===== src/rtl/seq_shifter_if.sv =====
// Bus bundle for the iterative shift unit: operands and start request from the
// control unit, working register and busy/done status back from the shifter.
interface seq_shifter_if #(
    parameter int unsigned WIDTH = 32
);
    logic             start;
    logic [WIDTH-1:0] in;
    logic [31:0]      shamt;
    logic             dir;
    logic             arith_or_logic;
    logic [WIDTH-1:0] out;
    logic             busy;
    logic             done;

    // Control unit side
    modport master (
        output start, in, shamt, dir, arith_or_logic,
        input  out, busy, done
    );

    // Shifter side
    modport slave (
        input  start, in, shamt, dir, arith_or_logic,
        output out, busy, done
    );
endinterface


===== src/rtl/seq_shifter.sv =====
// Multi-cycle iterative shifter (logical/arithmetic, left/right) with a
// start/busy/done handshake. Shifts one bit per cycle by default; defining
// SEQ_SHIFT_FAST_EN lets each cycle shift by 4 while at least 4 bits remain.
// Results are identical in both builds, only latency differs.
module seq_shifter #(
    parameter int unsigned WIDTH = 32,
    parameter int unsigned CNT_W = 6
) (
    input logic               clk,
    input logic               rst,
    seq_shifter_if.slave      bus_if
);

    typedef enum logic [1:0] {
        StIdle  = 2'd0,
        StShift = 2'd1,
        StDone  = 2'd2
    } state_e;

    state_e             state_q, state_d;
    logic [WIDTH-1:0]   out_q, out_d;
    logic [CNT_W-1:0]   cnt_q, cnt_d;
    logic               dir_q, dir_d;
    logic               arith_q, arith_d;
    logic               busy_q, busy_d;
    logic               done_q, done_d;

    // Single-bit shift; the fill bit is the sign only for arithmetic right shifts
    function automatic logic [WIDTH-1:0] step1(input logic [WIDTH-1:0] v,
                                               input logic left,
                                               input logic arith);
        if (left) begin
            return {v[WIDTH-2:0], 1'b0};
        end
        return {arith & v[WIDTH-1], v[WIDTH-1:1]};
    endfunction

    // Next-state, datapath and handshake decode
    always_comb begin
        state_d = state_q;
        out_d   = out_q;
        cnt_d   = cnt_q;
        dir_d   = dir_q;
        arith_d = arith_q;
        busy_d  = busy_q;
        done_d  = 1'b0;

        unique case (state_q)
            StIdle, StDone: begin
                if (bus_if.start) begin
                    out_d   = bus_if.in;
                    // Saturate so oversized amounts never wrap the counter
                    cnt_d   = (bus_if.shamt >= WIDTH) ? CNT_W'(WIDTH)
                                                      : bus_if.shamt[CNT_W-1:0];
                    dir_d   = bus_if.dir;
                    arith_d = bus_if.arith_or_logic;
                    busy_d  = 1'b1;
                    state_d = StShift;
                end else begin
                    state_d = StIdle;
                end
            end
            StShift: begin
                if (cnt_q == '0) begin
                    state_d = StDone;
                    busy_d  = 1'b0;
                    done_d  = 1'b1;
                end else begin
`ifdef SEQ_SHIFT_FAST_EN
                    if (cnt_q >= CNT_W'(4)) begin
                        out_d = step1(step1(step1(step1(out_q, dir_q, arith_q),
                                                  dir_q, arith_q),
                                            dir_q, arith_q),
                                      dir_q, arith_q);
                        cnt_d = cnt_q - CNT_W'(4);
                    end else begin
                        out_d = step1(out_q, dir_q, arith_q);
                        cnt_d = cnt_q - CNT_W'(1);
                    end
`else
                    out_d = step1(out_q, dir_q, arith_q);
                    cnt_d = cnt_q - CNT_W'(1);
`endif
                end
            end
            default: begin
                state_d = StIdle;
                busy_d  = 1'b0;
            end
        endcase
    end

    // State registers with synchronous reset; reset beats a pending start
    always_ff @(posedge clk) begin
        if (rst) begin
            state_q <= StIdle;
            out_q   <= '0;
            cnt_q   <= '0;
            dir_q   <= 1'b0;
            arith_q <= 1'b0;
            busy_q  <= 1'b0;
            done_q  <= 1'b0;
        end else begin
            state_q <= state_d;
            out_q   <= out_d;
            cnt_q   <= cnt_d;
            dir_q   <= dir_d;
            arith_q <= arith_d;
            busy_q  <= busy_d;
            done_q  <= done_d;
        end
    end

    assign bus_if.out  = out_q;
    assign bus_if.busy = busy_q;
    assign bus_if.done = done_q;

endmodule


===== src/flat_wrapper.sv =====
// flat-port wrapper written by rule: the top's interface ports become plain ports
module seq_shifter_flat 
#(
    parameter int unsigned WIDTH = 32,
    parameter int unsigned CNT_W = 6
)
  (clk, rst, bus_if_start, bus_if_in, bus_if_shamt, bus_if_dir, bus_if_arith_or_logic, bus_if_out, bus_if_busy, bus_if_done);
  seq_shifter_if #(.WIDTH(WIDTH)) bus_if_i ();
  input logic clk;
  input logic rst;
  input wire logic [$bits(bus_if_i.start)-1:0] bus_if_start;
  input wire logic [$bits(bus_if_i.in)-1:0] bus_if_in;
  input wire logic [$bits(bus_if_i.shamt)-1:0] bus_if_shamt;
  input wire logic [$bits(bus_if_i.dir)-1:0] bus_if_dir;
  input wire logic [$bits(bus_if_i.arith_or_logic)-1:0] bus_if_arith_or_logic;
  output wire logic [$bits(bus_if_i.out)-1:0] bus_if_out;
  output wire logic [$bits(bus_if_i.busy)-1:0] bus_if_busy;
  output wire logic [$bits(bus_if_i.done)-1:0] bus_if_done;
  assign bus_if_i.start = bus_if_start;
  assign bus_if_i.in = bus_if_in;
  assign bus_if_i.shamt = bus_if_shamt;
  assign bus_if_i.dir = bus_if_dir;
  assign bus_if_i.arith_or_logic = bus_if_arith_or_logic;
  assign bus_if_out = bus_if_i.out;
  assign bus_if_busy = bus_if_i.busy;
  assign bus_if_done = bus_if_i.done;
  seq_shifter #(.WIDTH(WIDTH), .CNT_W(CNT_W)) u_core (.clk(clk), .rst(rst), .bus_if(bus_if_i));
endmodule

===== config.mk =====
export PLATFORM = sky130hd
export DESIGN_NAME = seq_shifter_flat
export DESIGN_NICKNAME = d
export VERILOG_FILES = /design/src/rtl/seq_shifter_if.sv /design/src/rtl/seq_shifter.sv /design/src/flat_wrapper.sv
export SDC_FILE = /design/constraint.sdc
export NUM_CORES = 1
export LEC_CHECK = 0
export ABC_CLOCK_PERIOD_IN_PS = 2100
export BUFFER_PORTS_ARGS = -buffer_cell sky130_fd_sc_hd__buf_4
export CAP_MARGIN = 20
export CORE_UTILIZATION = 48
export CTS_CLUSTER_SIZE = 16
export DETAILED_ROUTE_END_ITERATION = 8
export PLACE_DENSITY = 0.78
export SYNTH_ARGS = -nofsm -noshare
export SYNTH_HDL_FRONTEND = slang
export SYNTH_SLANG_ARGS = --single-unit

===== constraint.sdc =====
create_clock -name clk -period 2.1 [get_ports clk]
set_input_delay 0.42 -clock clk [delete_from_list [all_inputs] [get_ports clk]]
set_output_delay 0.42 -clock clk [all_outputs]
set_load 0.005 [all_outputs]

==> summary.md <==
| Metric | Value |
|---|---|
| Arrival time of the worst setup path | `2.12 ns` |
| Die H | `72.82 um` |
| Yosys cell types | `31` |
| Adder-Cell Fraction of Synth Area | `0.01040` |
| Cell Chain, Critical Path | `inv_1 > ha_1 > or2b_2 > o21ai_4 > and2_2 > nand2_1 > a21oi_1` |
| Met3 Wirelength | `366 um` |
| Routability congestion estimate | `0.8102` |
| Via count | `2,475` |
| VDD IR max | `0.0004024 V` |
| Cts hold-fix bufs | `0` |
| Top Ports | `103` |
| Post-synthesis instance total | `297` |
| Final Hold Viols | `0` |
| Worst reg-to-reg setup slack | `0.20 ns` |
| Cell taking the most area after synthesis | `dfxtp_1` |
| Synth top area cells | `dfxtp_1, mux2i_1, nand2_1` |
| RR Endpoint | `u_core.bus_if.out[24]` |
| Worst slew pin tran | `0.4768 ns` |
| Flops & latches, synth | `44` |
| Worst setup SP type | `flip-flop` |
| CP max-delay cell | `and2_2` |
| Chip Width | `72.82 um` |
| Drt via density | `5.440` |
| Post-route ant nets | `0` |
| Critical path depth | `7` |
| Sequential fraction of the synthesis area | `0.3659` |
| Placed Cells | `446` |
| Vias in the first global route | `2,258` |
| Total die area | `5303 sq um` |
| Crit path max-delay family | `simple AND/OR/NAND/NOR gates` |
| Synthesized net count | `368` |
| First-pass GRT wire length | `9666 um` |
| Placed Area | `3144 sq um` |
| Lkg Pwr | `1.303 nW` |
| Synth-to-Final Area Change | `34.77%` |
| Max_cap viols | `0` |
| Unrepaired setup endpoints after global routing | `false` |
| Post-route DRC | `0` |
| Worst slack at placement | `0.1556 ns` |
| Layout Nets | `458` |
| Detailed placer's ending HPWL | `4300 um` |
| Post-Synth Simple-Gate Area | `0.2017` |
| Mux cell area share after synthesis | `0.1331` |
| TritonCTS clock tree | `yes` |
| WHS | `0.3630 ns` |
| Gr usage total | `0.2269` |
| Setup TNS | `0 ns` |
| Max-slew headroom | `0.6821` |
| Critical Path Start | `u_core.cnt_q[0]` |
| Hold WC Path Type | `primary input to flip-flop` |
| Final setup violation count | `0` |
| Reg area | `882.1 sq um` |
| Share of the synthesized area in the top cell type | `0.3659` |
| XOR/XNOR Fraction of Synth Area | `0.003638` |
| Gr ovfl total | `0` |
| Layout Cells excl Fill | `455` |
| Synthesis warning total | `0` |
| Filler Cell Count | `420` |
| Worst Path Buf+Inv | `1` |
| Synth Area in Compound Gates | `0.2126` |
| Clk Latency, worst-skew pair | `0.29 ns` |
| Clock root buffer | `clkbuf_8` |
| R2R cell count | `7` |
| R2R Path Start | `u_core.cnt_q[0]` |
| Layout cells sized above 1 | `0.3222` |
| WL met1 | `2800 um` |
| H-tree depth | `2` |
| CP Class | `flip-flop to flip-flop` |
| Setup crit end kind | `flip-flop` |
| Cell area after layout | `3244 sq um` |
| CTS buffer count | `5` |
| Max frequency | `527.7 MHz` |
| Clock transition at path regs | `0.08 ns` |
| CP Data Required Time | `2.32 ns` |
| Placeable Area | `4786 sq um` |
| TritonCTS Sinks | `44` |
| Mapped Avg Cell Area | `8.105 sq um` |
| Outcome | `complete, no violations` |
| Initial Utilization | `0.5030` |
| Minimum clock period | `1.895 ns` |
| Period utilization | `0.9024` |
| Highest routed layer | `met4` |
| Ant. Diodes | `0` |
| Drt pass-1 iters | `4` |
| Total routed wirelength | `6101 um` |
| Initial antenna violation count | `0` |
| Multi-input logic area | `1359 sq um` |
| Final worst-path setup slack | `0.2050 ns` |
| Largest family of logic cells by synthesized area | `compound AO/OA/AOI/OAI gates` |
| Mapped cell area | `2407 sq um` |
| Met2 routed WL | `2879 um` |
| Num rows | `25` |
| Crit path max fanout | `17` |
| Initial drt markers | `168` |
| CP peak stage delay | `0.44 ns` |
| Pwr Density | `749.7 nW/um^2` |
| Avg WL per Cell | `13.41 um` |
| CTS max path bufs | `2` |
| PortBufs | `102` |
| Clock Skews | `0.008495 ns` |
| Final Max Tran Viols | `0` |
| Largest net degree at the start of global routing | `45` |
| Worst Setup EP | `u_core.bus_if.out[24]` |
==> layer usage <==
layer / up-vias / global-route usage
met5: - / 0
met1: 1130 / 0.2993
met4: 0 / 0.06972
li1: 1244 / -
met2: 93 / 0.3811
met3: 8 / 0.03591
==> worst register-to-register path: stages, from the launching register on <==
cell and delay [ns]:
dfxtp_1 0.33, inv_1 0.11, ha_1 0.15, or2b_2 0.34
o21ai_4 0.24, and2_2 0.44, nand2_1 0.11, a21oi_1 0.12
==> cells in the mapped netlist (all sizes together) <==
cell     n
a31o     1
clkbuf  10
or3      1
xnor2    1
o21ai    4
nand2b   1
nor4     8
and2b    1
a211oi   1
or2b     2
o211ai  32
nor2    13
a21oi   38
nand4    1
a31oi    3
nand2   69
inv      3
a221oi   1
nor3b    2
mux2i   32
buf     15
nand3    4
dfxtp   44
ha       2
and2     1
nor3     7
==> stage by stage <==
stage	power, mW	util
2_1_floorplan	1.617	-
3_3_place_gp	1.879	0.6570
3_5_place_dp	1.903	0.6570
4_1_cts	2.439	0.6763
5_1_grt	2.591	0.6779
6_report	2.432	0.6779
==> logic make-up (layout without fill, tap and decap cells) <==
kind of cell,count (synthesis),count (layout)
xor gates and xnor gates,1,1
buffers and inverters,28,118
DFF,44,44
and+or+nand+nor,110,111
adders and majority gates,2,2
muxes,32,32
AOI/OAI and AO/OA,80,80
==> placed cells by master, fill, tap and decap left out, drive strengths merged, types with 2 or more instances in the layout <==
cell      n
clkbuf    6
nor4      8
dfxtp    44
nor2     13
nor3b     2
and2      2
nor3      7
clkinv    2
ha        2
inv       3
mux2i    32
a31oi     3
o21ai     4
nand2    69
or2b      2
o211ai   32
nand3     4
a21oi    38
buf     107
==> final cells by class <==
type,instances,share of cell area
Multi-Input combinational cell,226,0.4188
Sequential cell,44,0.2719
Timing Repair Buffer,107,0.2514
Tap cell,67,0.02584
Clock buffer,6,0.02545
Inverter,3,0.003471
Clock inverter,2,0.003085
==> how the worst min path moves through the flow <==
stage                                startpoint                     to  slack, ns  depth (start not counted)
after floorplan                 u_core.cnt_q[5]        u_core.cnt_q[5]       0.45                          2
after global placement          u_core.cnt_q[5]        u_core.cnt_q[5]       0.47                          2
after detailed placement  u_core.bus_if.out[14]  u_core.bus_if.out[14]       0.48                          2
after CTS                            bus_if_dir           u_core.dir_q       0.36                          3
after global routing                 bus_if_dir           u_core.dir_q       0.37                          3
final                                bus_if_dir           u_core.dir_q       0.36                          3
==> flip-flops by register name, indices dropped and copies added (netlist names) <==
register,cells
u_core.arith_q,1
u_core.bus_if.out,32
u_core.cnt_q,6
u_core.dir_q,1
u_core.bus_if.busy,1
u_core.bus_if.done,1
u_core.state_q,2
==> power by group <==
group	internal, mW	total, mW	switching, mW
registers	0.946	1.06	0.115
logic	0.416	0.830	0.413
clock network	0.263	0.541	0.279
total	1.63	2.43	0.807
==> timing repair <==
action                     CTS  global route
setup endpoints to repair    0             1
buffers inserted             0             0
resized for setup            0             0
Note: power is estimated with default switching activity, not from simulation.
